`src/rtl/seg7_pkg.sv`:
```
// Seven-segment pattern constants (a..g order, a is the MSB) and the shared
// code-to-pattern lookup used by the scan driver's decoder.
package seg7_pkg;

    localparam logic [6:0] SEG_0   = 7'b1111110;
    localparam logic [6:0] SEG_1   = 7'b0110000;
    localparam logic [6:0] SEG_2   = 7'b1101101;
    localparam logic [6:0] SEG_3   = 7'b1111001;
    localparam logic [6:0] SEG_4   = 7'b0110011;
    localparam logic [6:0] SEG_5   = 7'b1011011;
    localparam logic [6:0] SEG_6   = 7'b1011111;
    localparam logic [6:0] SEG_7   = 7'b1110000;
    localparam logic [6:0] SEG_8   = 7'b1111111;
    localparam logic [6:0] SEG_9   = 7'b1111011;
    localparam logic [6:0] SEG_A   = 7'b1110111;
    localparam logic [6:0] SEG_B   = 7'b0011111;
    localparam logic [6:0] SEG_C   = 7'b1001110;
    localparam logic [6:0] SEG_D   = 7'b0111101;
    localparam logic [6:0] SEG_E   = 7'b1001111;
    localparam logic [6:0] SEG_F   = 7'b1000111;
    localparam logic [6:0] SEG_OFF = 7'b0000000;

    // Codes 10-15 only light up in hex mode; otherwise they read as blank.
    function automatic logic [6:0] seg7_code(input logic [3:0] code,
                                             input logic       hex_mode,
                                             input logic       blank);
        logic [6:0] pat;
        pat = SEG_OFF;
        if (!blank) begin
            case (code)
                4'h0: pat = SEG_0;
                4'h1: pat = SEG_1;
                4'h2: pat = SEG_2;
                4'h3: pat = SEG_3;
                4'h4: pat = SEG_4;
                4'h5: pat = SEG_5;
                4'h6: pat = SEG_6;
                4'h7: pat = SEG_7;
                4'h8: pat = SEG_8;
                4'h9: pat = SEG_9;
                4'hA: pat = hex_mode ? SEG_A : SEG_OFF;
                4'hB: pat = hex_mode ? SEG_B : SEG_OFF;
                4'hC: pat = hex_mode ? SEG_C : SEG_OFF;
                4'hD: pat = hex_mode ? SEG_D : SEG_OFF;
                4'hE: pat = hex_mode ? SEG_E : SEG_OFF;
                4'hF: pat = hex_mode ? SEG_F : SEG_OFF;
            endcase
        end
        return pat;
    endfunction

endpackage

```
`src/rtl/seg7_decode.sv`:
```
// Combinational decoder for the digit currently being scanned.
module seg7_decode
    import seg7_pkg::*;
(
    input  logic [3:0] code,
    input  logic       hex_mode,
    input  logic       blank,
    output logic [1:7] seg
);

    assign seg = seg7_code(code, hex_mode, blank);

endmodule

```
`src/rtl/seg7_scan_driver.sv`:
```
// Multiplexed common-cathode display driver: prescaled digit scan, frame-aligned
// double-buffered loads, leading-zero blanking and registered pin outputs.
module seg7_scan_driver
    import seg7_pkg::*;
#(
    parameter int NUM_DIGITS = 4,
    parameter int TICK_DIV   = 1000
)
(
    input  logic                    clk,
    input  logic                    rst_n,
    input  logic                    load_valid,
    output logic                    load_ready,
    input  logic [4*NUM_DIGITS-1:0] load_data,
    input  logic [NUM_DIGITS-1:0]   load_dp,
    input  logic                    hex_mode,
    input  logic                    blank_lz,
    output logic [1:7]              seg,
    output logic                    dp,
    output logic [NUM_DIGITS-1:0]   dig_en
);

    localparam int CNT_W = $clog2(TICK_DIV);
    localparam int IDX_W = (NUM_DIGITS > 1) ? $clog2(NUM_DIGITS) : 1;

    localparam logic [CNT_W-1:0] CNT_LAST = CNT_W'(TICK_DIV - 1);
    localparam logic [CNT_W-1:0] CNT_ONE  = CNT_W'(1);
    localparam logic [IDX_W-1:0] IDX_LAST = IDX_W'(NUM_DIGITS - 1);
    localparam logic [IDX_W-1:0] IDX_ONE  = IDX_W'(1);

    logic [CNT_W-1:0]        cnt_q, cnt_d;
    logic [IDX_W-1:0]        idx_q, idx_d;
    logic                    pending_q, pending_d;
    logic [4*NUM_DIGITS-1:0] pend_data_q, pend_data_d;
    logic [NUM_DIGITS-1:0]   pend_dp_q, pend_dp_d;
    logic [4*NUM_DIGITS-1:0] active_data_q, active_data_d;
    logic [NUM_DIGITS-1:0]   active_dp_q, active_dp_d;
    logic [1:7]              seg_q, seg_d;
    logic                    dp_q, dp_d;
    logic [NUM_DIGITS-1:0]   dig_en_q, dig_en_d;

    logic                    tick;
    logic                    frame_end;
    logic                    accept;
    logic                    zero_run;
    logic [NUM_DIGITS-1:0]   lz_mask;
    logic [NUM_DIGITS-1:0]   dig_onehot;
    logic [3:0]              cur_code;
    logic                    cur_dp;
    logic                    cur_blank;
    logic [1:7]              dec_seg;

    assign tick       = (cnt_q == CNT_LAST);
    assign frame_end  = tick && (idx_q == IDX_LAST);
    assign accept     = load_valid && !pending_q;
    assign load_ready = !pending_q;

    always_comb begin
        cnt_d = tick ? '0 : cnt_q + CNT_ONE;
        idx_d = idx_q;
        if (tick) begin
            idx_d = (idx_q == IDX_LAST) ? '0 : idx_q + IDX_ONE;
        end
    end

    // The held value moves to the display only at a frame boundary, so a
    // frame never mixes digits from two different loads.
    always_comb begin
        pending_d     = pending_q;
        pend_data_d   = pend_data_q;
        pend_dp_d     = pend_dp_q;
        active_data_d = active_data_q;
        active_dp_d   = active_dp_q;
        if (frame_end && pending_q) begin
            active_data_d = pend_data_q;
            active_dp_d   = pend_dp_q;
            pending_d     = 1'b0;
        end
        if (accept) begin
            pend_data_d = load_data;
            pend_dp_d   = load_dp;
            pending_d   = 1'b1;
        end
    end

    // A digit is blanked when it and every digit above it are zero; digit 0
    // always stays lit so an all-zero value still reads "0".
    always_comb begin
        zero_run = 1'b1;
        lz_mask  = '0;
        for (int i = NUM_DIGITS - 1; i >= 0; i--) begin
            zero_run   = zero_run && (active_data_q[4*i +: 4] == 4'h0);
            lz_mask[i] = blank_lz && zero_run && (i != 0);
        end
    end

    always_comb begin
        cur_code   = 4'h0;
        cur_dp     = 1'b0;
        cur_blank  = 1'b0;
        dig_onehot = '0;
        for (int i = 0; i < NUM_DIGITS; i++) begin
            if (idx_q == IDX_W'(i)) begin
                cur_code      = active_data_q[4*i +: 4];
                cur_dp        = active_dp_q[i];
                cur_blank     = lz_mask[i];
                dig_onehot[i] = 1'b1;
            end
        end
    end

    seg7_decode u_decode (
        .code     (cur_code),
        .hex_mode (hex_mode),
        .blank    (cur_blank),
        .seg      (dec_seg)
    );

    // The first cycle of every slot keeps all digits off so the previous
    // digit's segments do not ghost onto the next one.
    always_comb begin
        seg_d    = dec_seg;
        dp_d     = (cnt_q == '0) ? 1'b0 : cur_dp;
        dig_en_d = (cnt_q == '0) ? '0 : dig_onehot;
    end

    always_ff @(posedge clk or negedge rst_n) begin
        if (!rst_n) begin
            cnt_q         <= '0;
            idx_q         <= '0;
            pending_q     <= 1'b0;
            pend_data_q   <= '0;
            pend_dp_q     <= '0;
            active_data_q <= '0;
            active_dp_q   <= '0;
            seg_q         <= '0;
            dp_q          <= 1'b0;
            dig_en_q      <= '0;
        end else begin
            cnt_q         <= cnt_d;
            idx_q         <= idx_d;
            pending_q     <= pending_d;
            pend_data_q   <= pend_data_d;
            pend_dp_q     <= pend_dp_d;
            active_data_q <= active_data_d;
            active_dp_q   <= active_dp_d;
            seg_q         <= seg_d;
            dp_q          <= dp_d;
            dig_en_q      <= dig_en_d;
        end
    end

    assign seg    = seg_q;
    assign dp     = dp_q;
    assign dig_en = dig_en_q;

endmodule
```
`config.mk`:
```
export PLATFORM = sky130hd
export DESIGN_NAME = seg7_scan_driver
export DESIGN_NICKNAME = d
export VERILOG_FILES = /design/src/rtl/seg7_pkg.sv /design/src/rtl/seg7_decode.sv /design/src/rtl/seg7_scan_driver.sv
export SDC_FILE = /design/constraint.sdc
export NUM_CORES = 1
export LEC_CHECK = 0
export BUFFER_PORTS_ARGS = -buffer_cell sky130_fd_sc_hd__buf_2
export CAP_MARGIN = 20
export CORE_MARGIN = 2
export CORE_UTILIZATION = 30
export DETAILED_ROUTE_END_ITERATION = 7
export PLACE_DENSITY = 0.46
export SLEW_MARGIN = 20
export SYNTH_ARGS = -nofsm -noshare
export SYNTH_HDL_FRONTEND = slang
export SYNTH_SLANG_ARGS = --single-unit
```
`constraint.sdc`:
```
create_clock -name clk -period 3.9 [get_ports clk]
set_input_delay 0 -clock clk [delete_from_list [all_inputs] [get_ports clk]]
set_output_delay 0 -clock clk [all_outputs]
set_load 0.02 [all_outputs]
```
==> results.md, run 1 <==
Floorplan:
- The initial utilization of the core area, before any placement, comes to between 30% and 40%.
- The count of standard-cell rows is 36.
- The I/O pin count is 38.
- Measured along the x axis, the die boundary spans about 100 um.
- The die outline area is approximately 11000 um2.
- The die extent in y is approximately 100 um.
- In this run the standard cell core region covers just under 10000 um2.

Logic synthesis:
- The share of the Yosys chip area taken by registers is between 50% and 60%.
- The complex-gate fraction of the synthesized area is about a tenth.
- The average cell area after synthesis is about 12 um2.
- After Yosys synthesis, and, or, nand and nor cells account for between 10% and 20% of the synthesized area.
- The dominant synthesized flop cell is sky130_fd_sc_hd__dfrtp_1.
- The xor and xnor fraction of the mapped netlist area is 2.332%.
- After synthesis, the largest family of logic cells by area is multiplexers.
- Yosys mapped a number of flops with a built-in enable equal to 0.
- In this run the cell area of the synthesized design comes to about 3000 um2.
- When the netlist entered floorplanning its net count stood at around 280.
- The total of warnings raised by yosys is 0.
- In this run, synthesis produced a sequential element count of 65.
- Measured against the total synthesized area, the mux share comes to 14.24%.
- After Yosys synthesis, full adders, half adders and majority gates account for 2.499% of the synthesized area.
- The share of synthesized registers carrying an async set or reset is between 90% and 100%.
- The number of distinct library cells after synthesis is between 50 and 60.
- The number of instances in the synthesized netlist is around 250.

Run status:
- The run finished with clean final reports.

Timing:
- The hold violation total from the final report came to 0.
- Setup repair after global routing left no endpoint under its margin.
- The final number of max-transition violations is 0.
- At the pin with the least slew margin, the transition time is 1.036 ns.
- Clock skew on the completed layout was measured at 0.01127 ns.
- The worst max-slew margin expressed relative to the limit is between 30% and 40%.
- Setup violations remaining at the end of the flow were counted as 0.
- The setup TNS is 0 ns.
- The final period demand of the worst path is 2.353 ns.
- The maximum frequency from static timing analysis is about 420 MHz.
- The final worst slack is roughly 1.5 ns.
- Dividing the final minimum period by the clock period gives between 60% and 70%.

Clock tree:
- The clock transition at the register clock pins on the worst setup and hold paths after CTS is approximately 0.070 ns.
- The maximum level of the CTS H-tree is 3.
- The library cell used as clock root buffer is sky130_fd_sc_hd__clkbuf_8.
- The buffers inserted during post-CTS setup optimization is 0.
- The total CTS buffers is 9.
- The number of sinks on the clock net is 65.
- The clock latency on the worst-skew pair is ~0.34 ns.
- TritonCTS built the clock tree.
- The maximum clock path buffer count is 2.

Place:
- The number of buffers added on ports is 37.
- OpenSTA, run right after detailed placement, puts the worst setup slack at 1.550 ns.
- The final weighted congestion of routability-driven global placement is 0.8165.
- The placed cell area is roughly 3300 um2.
- The HPWL reported at the end of detailed placement is ~4200 um.
- The count of placed standard cells including taps is 410.

Worst setup path:
- STA puts the critical path data arrival time at ~2.6 ns.
- The worst reg-to-reg setup slack is about 1.5 ns.
- The required time of the critical path is slightly above 4 ns.
- The first element of the critical path is idx_q[0]$_DFFE_PN0N_.
- STA classifies the critical path endpoint as a register.
- Along the worst path, the maximum fanout reaches 13.
- The startpoint of the worst-slack reg-to-reg timing path is idx_q[0]$_DFFE_PN0N_.
- The setup path with the least slack is of type reg2reg.
- The nature of the critical path startpoint is a register.

Routing:
- After detailed routing, the average wire length per cell comes to approximately 13 um.
- The number of DRC markers in iteration 0 is 51.
- The remaining number of nets flagged by the antenna check after routing is 0.
- Using the TritonRoute via totals, the vias-per-cell ratio works out to between 4 and 5.
- The first TritonRoute pass finished after 4 iterations.
- The number of remaining DRC errors is 0.
- The routed layout has approximately 2.1k vias.
- After detailed routing, the total wire length is approximately 6000 um.

Cells and area:
- The share of cells above drive strength 1 is 33.54%.
- The utilization after layout is 38.71%.
- The finished layout holds 449 standard cells, fillers aside.
- The area added between synthesis and finish is 25.36%.
- After filler insertion, the fill cell instance count of the layout stands at 1004.
- 0 antenna diodes ended up in the layout.
- The post-layout net count is between 300 and 400.
- The finished cells cover between 3000 and 4000 um2.

Worst hold path:
- The type of the tightest min-delay check is in2reg.
- The startpoint of the most critical hold path is blank_lz.

Global route:
- The number of global-route vias before repair is between 2k and 2.5k.
- Entering global routing, the biggest net connects 37 pins.
- The first global-routing pass estimated just over 10000 um of wire.
- The number of antenna violations at the first check in global routing is 0.
- The total overflow left after global routing is 0.
- The global router's overall resource usage is around an eighth.

Power and ir drop:
- The maximum resistive drop on vdd is ~0.00018 V.
- The power per cell area is between 300 and 400 nW/um2.
- The leakage power is 1.659 nW.

Flow run:
- Across the run, the number of max-cap violations was 0.
==> worst paths after layout <==
path / endpoint / cells after the start
setup / recovery: seg[4]$_DFF_PN0_ / 7
hold / removal: seg[3]$_DFF_PN0_ / 4
setup reg to reg: seg[4]$_DFF_PN0_ / 7
hold reg to reg: cnt_q[0]$_DFF_PN0_ / 1
max in group asynchronous: active_data_q[5]$_DFFE_PN0P_ / 3
min in group asynchronous: active_data_q[12]$_DFFE_PN0P_ / 2
==> state kept, by name (all words and copies together) (netlist names) <==
register / flops
dig_en: 4
idx_q: 2
pend_data_q: 16
dp: 1
active_dp_q: 4
active_data_q: 16
seg: 7
cnt_q: 10
pending_q: 1
pend_dp_q: 4
==> where the power goes <==
| group | leakage [nW] | internal (mW) | switching [mW] |
|---|---|---|---|
| combinational | 0.726 | 0.0418 | 0.0253 |
| sequential | 0.820 | 0.698 | 0.0127 |
| clock | 0.113 | 0.379 | 0.266 |
==> cells in the mapped netlist (all sizes together), types with 4 or more instances <==
cell type,number,area share [%]
o22ai,5,1.2
o21ai,7,1.2
dfrtp,65,54
xnor2,4,1.2
ha,6,2.5
nor2,18,2.6
xor2,4,1.2
mux2,38,14
nand3,9,1.5
buf,7,1.9
a21oi,7,1.2
inv,10,1.3
nand2,19,2.4
and2,6,1.2
==> worst max-delay path: stages, from the launching register on <==
cell	delay, ns
sky130_fd_sc_hd__dfrtp_1	0.38
sky130_fd_sc_hd__ha_1	0.54
sky130_fd_sc_hd__nand2b_1	0.27
sky130_fd_sc_hd__a2bb2oi_1	0.22
sky130_fd_sc_hd__and2_1	0.28
sky130_fd_sc_hd__xnor2_1	0.14
sky130_fd_sc_hd__nor3_1	0.07
sky130_fd_sc_hd__a2111oi_2	0.34
==> cell usage in the layout, fill, tap and decap left out, types with 7 or more instances in the layout <==
cell	instances
sky130_fd_sc_hd__nand3_1	9
sky130_fd_sc_hd__clkbuf_8	10
sky130_fd_sc_hd__nor2_1	16
sky130_fd_sc_hd__o21ai_0	7
sky130_fd_sc_hd__a21oi_1	7
sky130_fd_sc_hd__dlygate4sd3_1	23
sky130_fd_sc_hd__inv_1	9
sky130_fd_sc_hd__nand2_1	19
sky130_fd_sc_hd__mux2_2	37
sky130_fd_sc_hd__buf_2	37
sky130_fd_sc_hd__dfrtp_1	65
==> metrics by stage <==
stage          hold WS (ns)  total power, mW
3_5_place_dp         0.1029           0.7756
2_1_floorplan       -0.2956           0.7403
6_report             0.1640            1.423
5_1_grt              0.1948            1.488
3_3_place_gp        0.09399           0.7742
4_1_cts              0.1473            1.450
==> cells by family after synthesis <==
group,after synthesis
buf+inv,19
compound gates,40
mux,38
simple gates,71
flops,65
fa+ha+maj,6
xor+xnor,8
==> cell type report <==
class	instances	area (um2)	area share [%]
Multi-Input combinational cell	163	1275	33.85
Clock inverter	6	90.09	2.392
Timing Repair Buffer	62	430.4	11.43
Sequential cell	65	1627	43.19
Tap cell	133	166.4	4.419
Inverter	10	40.04	1.063
Clock buffer	10	137.6	3.654
==> timing repair <==
item                                   4_1_cts  5_1_grt
hold buffers                                23        0
resized for setup                            0        0
endpoints found under the hold margin       52        0
==> per-layer routing <==
metal  part of all wire, %  GRT usage, %  vias to the layer above  wire (um)
li1                      -             -                     1012          -
met1                    51         16.51                     1006       3059
met2                    44         17.58                       42       2636
met3                   3.8         3.571                        6        225
met4                   1.2         4.344                        0         72
met5                     0             0                        -          0
Power figures use the tool's default switching activity.
==> inputs of run 2 (changes only) <==
- clock period: 3.9 -> 2.2 ns (I/O delays scaled with it)
==> run 2 against run 1 <==
  * Wire length decreased by 2.1%
  * Non-clock buffer count rose by 12
  * Critical path depth up 2
  * Sequential power is 77% higher
  * Clock power is 63% higher
  * Sequential cell count is the same
  * Sequential share of layout area shrank 1.4 points
  * Maximum frequency increased by 13%
  * Worst hold slack better by 0.042 ns
  * First-iteration DRC count increased by 80%
==> results.md, run 2 (synthesis gave the netlist of run 1 again) <==
Worst setup path:
- The biggest fanout along the worst timing path is 7.
- The signal on the critical path passes through inv_2, ha_2, nand2b_1, o22ai_2, a31oi_2, buf_4, nor2_4, o22ai_1, a2111oi_2.
- The worst setup path is captured at a register.
- On the worst path, the slowest cell contributes a delay of 0.44 ns.
- STA puts the critical path data required time at around 2.4 ns.
- The slowest stage of the critical path belongs to the cell sky130_fd_sc_hd__dfrtp_1.
- The worst setup path is of the reg2reg kind.
- STA classifies the critical path startpoint as a register.
- For the worst setup path, the data arrival time is 2.30 ns.

Cells and area:
- The share of cells above drive strength 1 is between 30 and 40%.
- For this run, the post-layout net count is approximately 350.
- The largest registers in the layout are active_data_q x16, pend_data_q x16, cnt_q x10.
- 0 antenna diodes ended up in the layout.
- Across the whole layout, storage elements account for 1627 um2.
- The multi-input combinational cells in the finished layout cover a total of 1321 um2.
- Fill cells in the final layout number just under 1k.
- Measured on the finished design, the core utilization comes to about two fifths.
- The library cell used most frequently in the layout, excluding fill and tap cells, is sky130_fd_sc_hd__dfrtp_1.
- The library cells used most frequently in the layout, excluding fill and tap cells, are sky130_fd_sc_hd__dfrtp_1, sky130_fd_sc_hd__mux2_2, sky130_fd_sc_hd__buf_2, sky130_fd_sc_hd__dlygate4sd3_1, sky130_fd_sc_hd__nand2_1.
- The area added between synthesis and finish is 29.70%.

Floorplan:
- The floorplan step set the die width to 104.1 um.
- The floorplan step defined a die boundary enclosing ~11000 um2.
- The die is roughly 100 um tall.
- The placeable core region is 9729 um2.
- The I/O pin count is 38.
- The starting density of the core is a little under a third.
- Row generation in the floorplan step produced 36 rows.

Clock tree:
- The buffers inserted during post-CTS setup optimization is 0.
- TritonCTS built the clock tree.
- The maximum clock path buffer count is 2.
- The H-tree was split into 3 levels.
- For this design, the sink count on the clock tree is 65.
- Clock tree synthesis inserted a total of 9 buffers.
- CTS placed an instance of sky130_fd_sc_hd__clkbuf_8 at the clock tree root.
- The clock transition at the register clock pins on the worst setup and hold paths after CTS is 0.07 ns.
- The clock reaches the later pin of the worst-skew pair after roughly 0.34 ns.

Routing:
- The aggregate routed wire length is around 6000 um.
- In the detailed route, the total length drawn on met2 is approximately 2700 um.
- The detailed router put a total of around 2900 um of wire on met1.
- Dividing the detail-routed wire length by the instance count gives around 13 um.
- After detailed routing, the number of vias per cell comes to about 4.5.
- The highest metal layer with signal wires is met4.
- After detailed routing, the number of remaining DRC violations is 0.
- Summing over every cut layer, the via total after detailed routing is 2096.
- In this run, the number of DRC markers left after iteration 0 of detailed routing was between 90 and 100.
- The remaining number of nets flagged by the antenna check after routing is 0.
- The detailed route wirelength on metal3 is ~240 um.
- The detailed-routing iteration count for the pre-antenna-repair pass is 4.

Timing:
- Setup violations remaining at the end of the flow were counted as 0.
- Timing would allow up to just under 500 MHz.
- Counting I/O delays and the setup requirement, the final critical path takes ~2.1 ns.
- The worst max-slew margin expressed relative to the limit is approximately three fifths.
- The final period utilization is 94.53%.
- The final number of max-transition violations is 0.
- The slew at the pin closest to its max-slew limit is 0.6024 ns.
- The setup clock skew after layout is between 0.01 and 0.015 ns.
- Once routing completed, OpenROAD measured the worst setup slack at ~0.12 ns.
- Setup repair after global routing could not meet its margin everywhere.
- The hold violation total from the final report is 0.
- Final hold analysis gives a worst-case slack of between 0.2 and 0.25 ns.
- After routing, the total negative slack on setup checks comes to 0 ns.

Global route:
- The global router's overall resource usage is between 10% and 20%.
- The number of antenna violations at the first check in global routing is 0.
- Entering global routing, the biggest net connects 26 pins.
- Summed over all layers, the global routing overflow is 0.
- The number of global-route vias before repair is ~2.1k.
- The first global-routing pass estimated between 10000 and 15000 um of wire.

Place:
- The worst-case setup slack after placement is ~0.013 ns.
- The congestion estimate from routability-driven global placement came to approximately 0.8.
- After legalization and detailed placement, the total HPWL measured between 4000 and 5000 um.
- The number of buffers added on ports is 37.

Power and ir drop:
- Dividing total power by cell area gives a power density of ~620 nW/um2.
- The overall power after layout is ~2.4 mW.
- VDD sags by at most around 0.00042 V.
- The leakage power is around 1.7 nW.

Flow run:
- Across the run, the number of max-cap violations was 0.

Worst hold path:
- The min-delay analysis places its worst path in the category in2async.

Run status:
- The run finished with clean final reports.
run 2: stage by stage:
step / cell area (um2) / cells
floorplan: 3004 / 247
global route: 3896 / 461
finish: 3896 / 461
detailed placement: 3411 / 422
global placement: 3411 / 422
CTS: 3852 / 461
run 2: critical path: cells and delay by family, from the launching register on:
family / cells / cell delay (ns)
buffers and inverters: 2 / 0.30
and+or+nand+nor: 2 / 0.29
AOI/OAI and AO/OA: 4 / 0.68
DFF: 1 / 0.44
adders and majority gates: 1 / 0.26
run 2: repair_timing:
item	CTS	global route
setup endpoints to repair	1	5
pin swaps	0	3
hold endpoints to repair	46	0
hold buffers	23	0
gates resized for setup	1	12
cloned	0	0
run 2: area by class of cell:
class / instances / share of cell area (%)
inverter: 10 / 1.028
sequential: 65 / 41.75
clock buffer: 10 / 3.532
clock inverter: 6 / 1.830
multi-input combinational: 163 / 33.91
tap: 133 / 4.271
timing repair buffer: 74 / 13.68
run 2: power by group:
group	internal (mW)	switching, mW
Sequential	1.24	0.0218
Clock	0.565	0.480
Combinational	0.0753	0.0446
run 2: metal layers:
layer,vias up,GRT usage [%]
met1,1005,16.05
met3,6,3.697
met2,51,18.19
met4,0,4.923
li1,1034,-
met5,-,0
run 2: final timing paths:
check	start	endpoint	slack, ns	depth (start not counted)
setup / recovery	idx_q[0]$_DFFE_PN0N_	seg[4]$_DFF_PN0_	0.12	9
hold / removal	rst_n	cnt_q[5]$_DFF_PN0_	0.21	2
setup reg to reg	idx_q[0]$_DFFE_PN0N_	seg[4]$_DFF_PN0_	0.12	9
hold reg to reg	pend_data_q[12]$_DFFE_PN0P_	active_data_q[12]$_DFFE_PN0P_	0.48	2
max in group asynchronous	rst_n	seg[5]$_DFF_PN0_	1.26	3
min in group clk	blank_lz	seg[5]$_DFF_PN0_	0.23	5
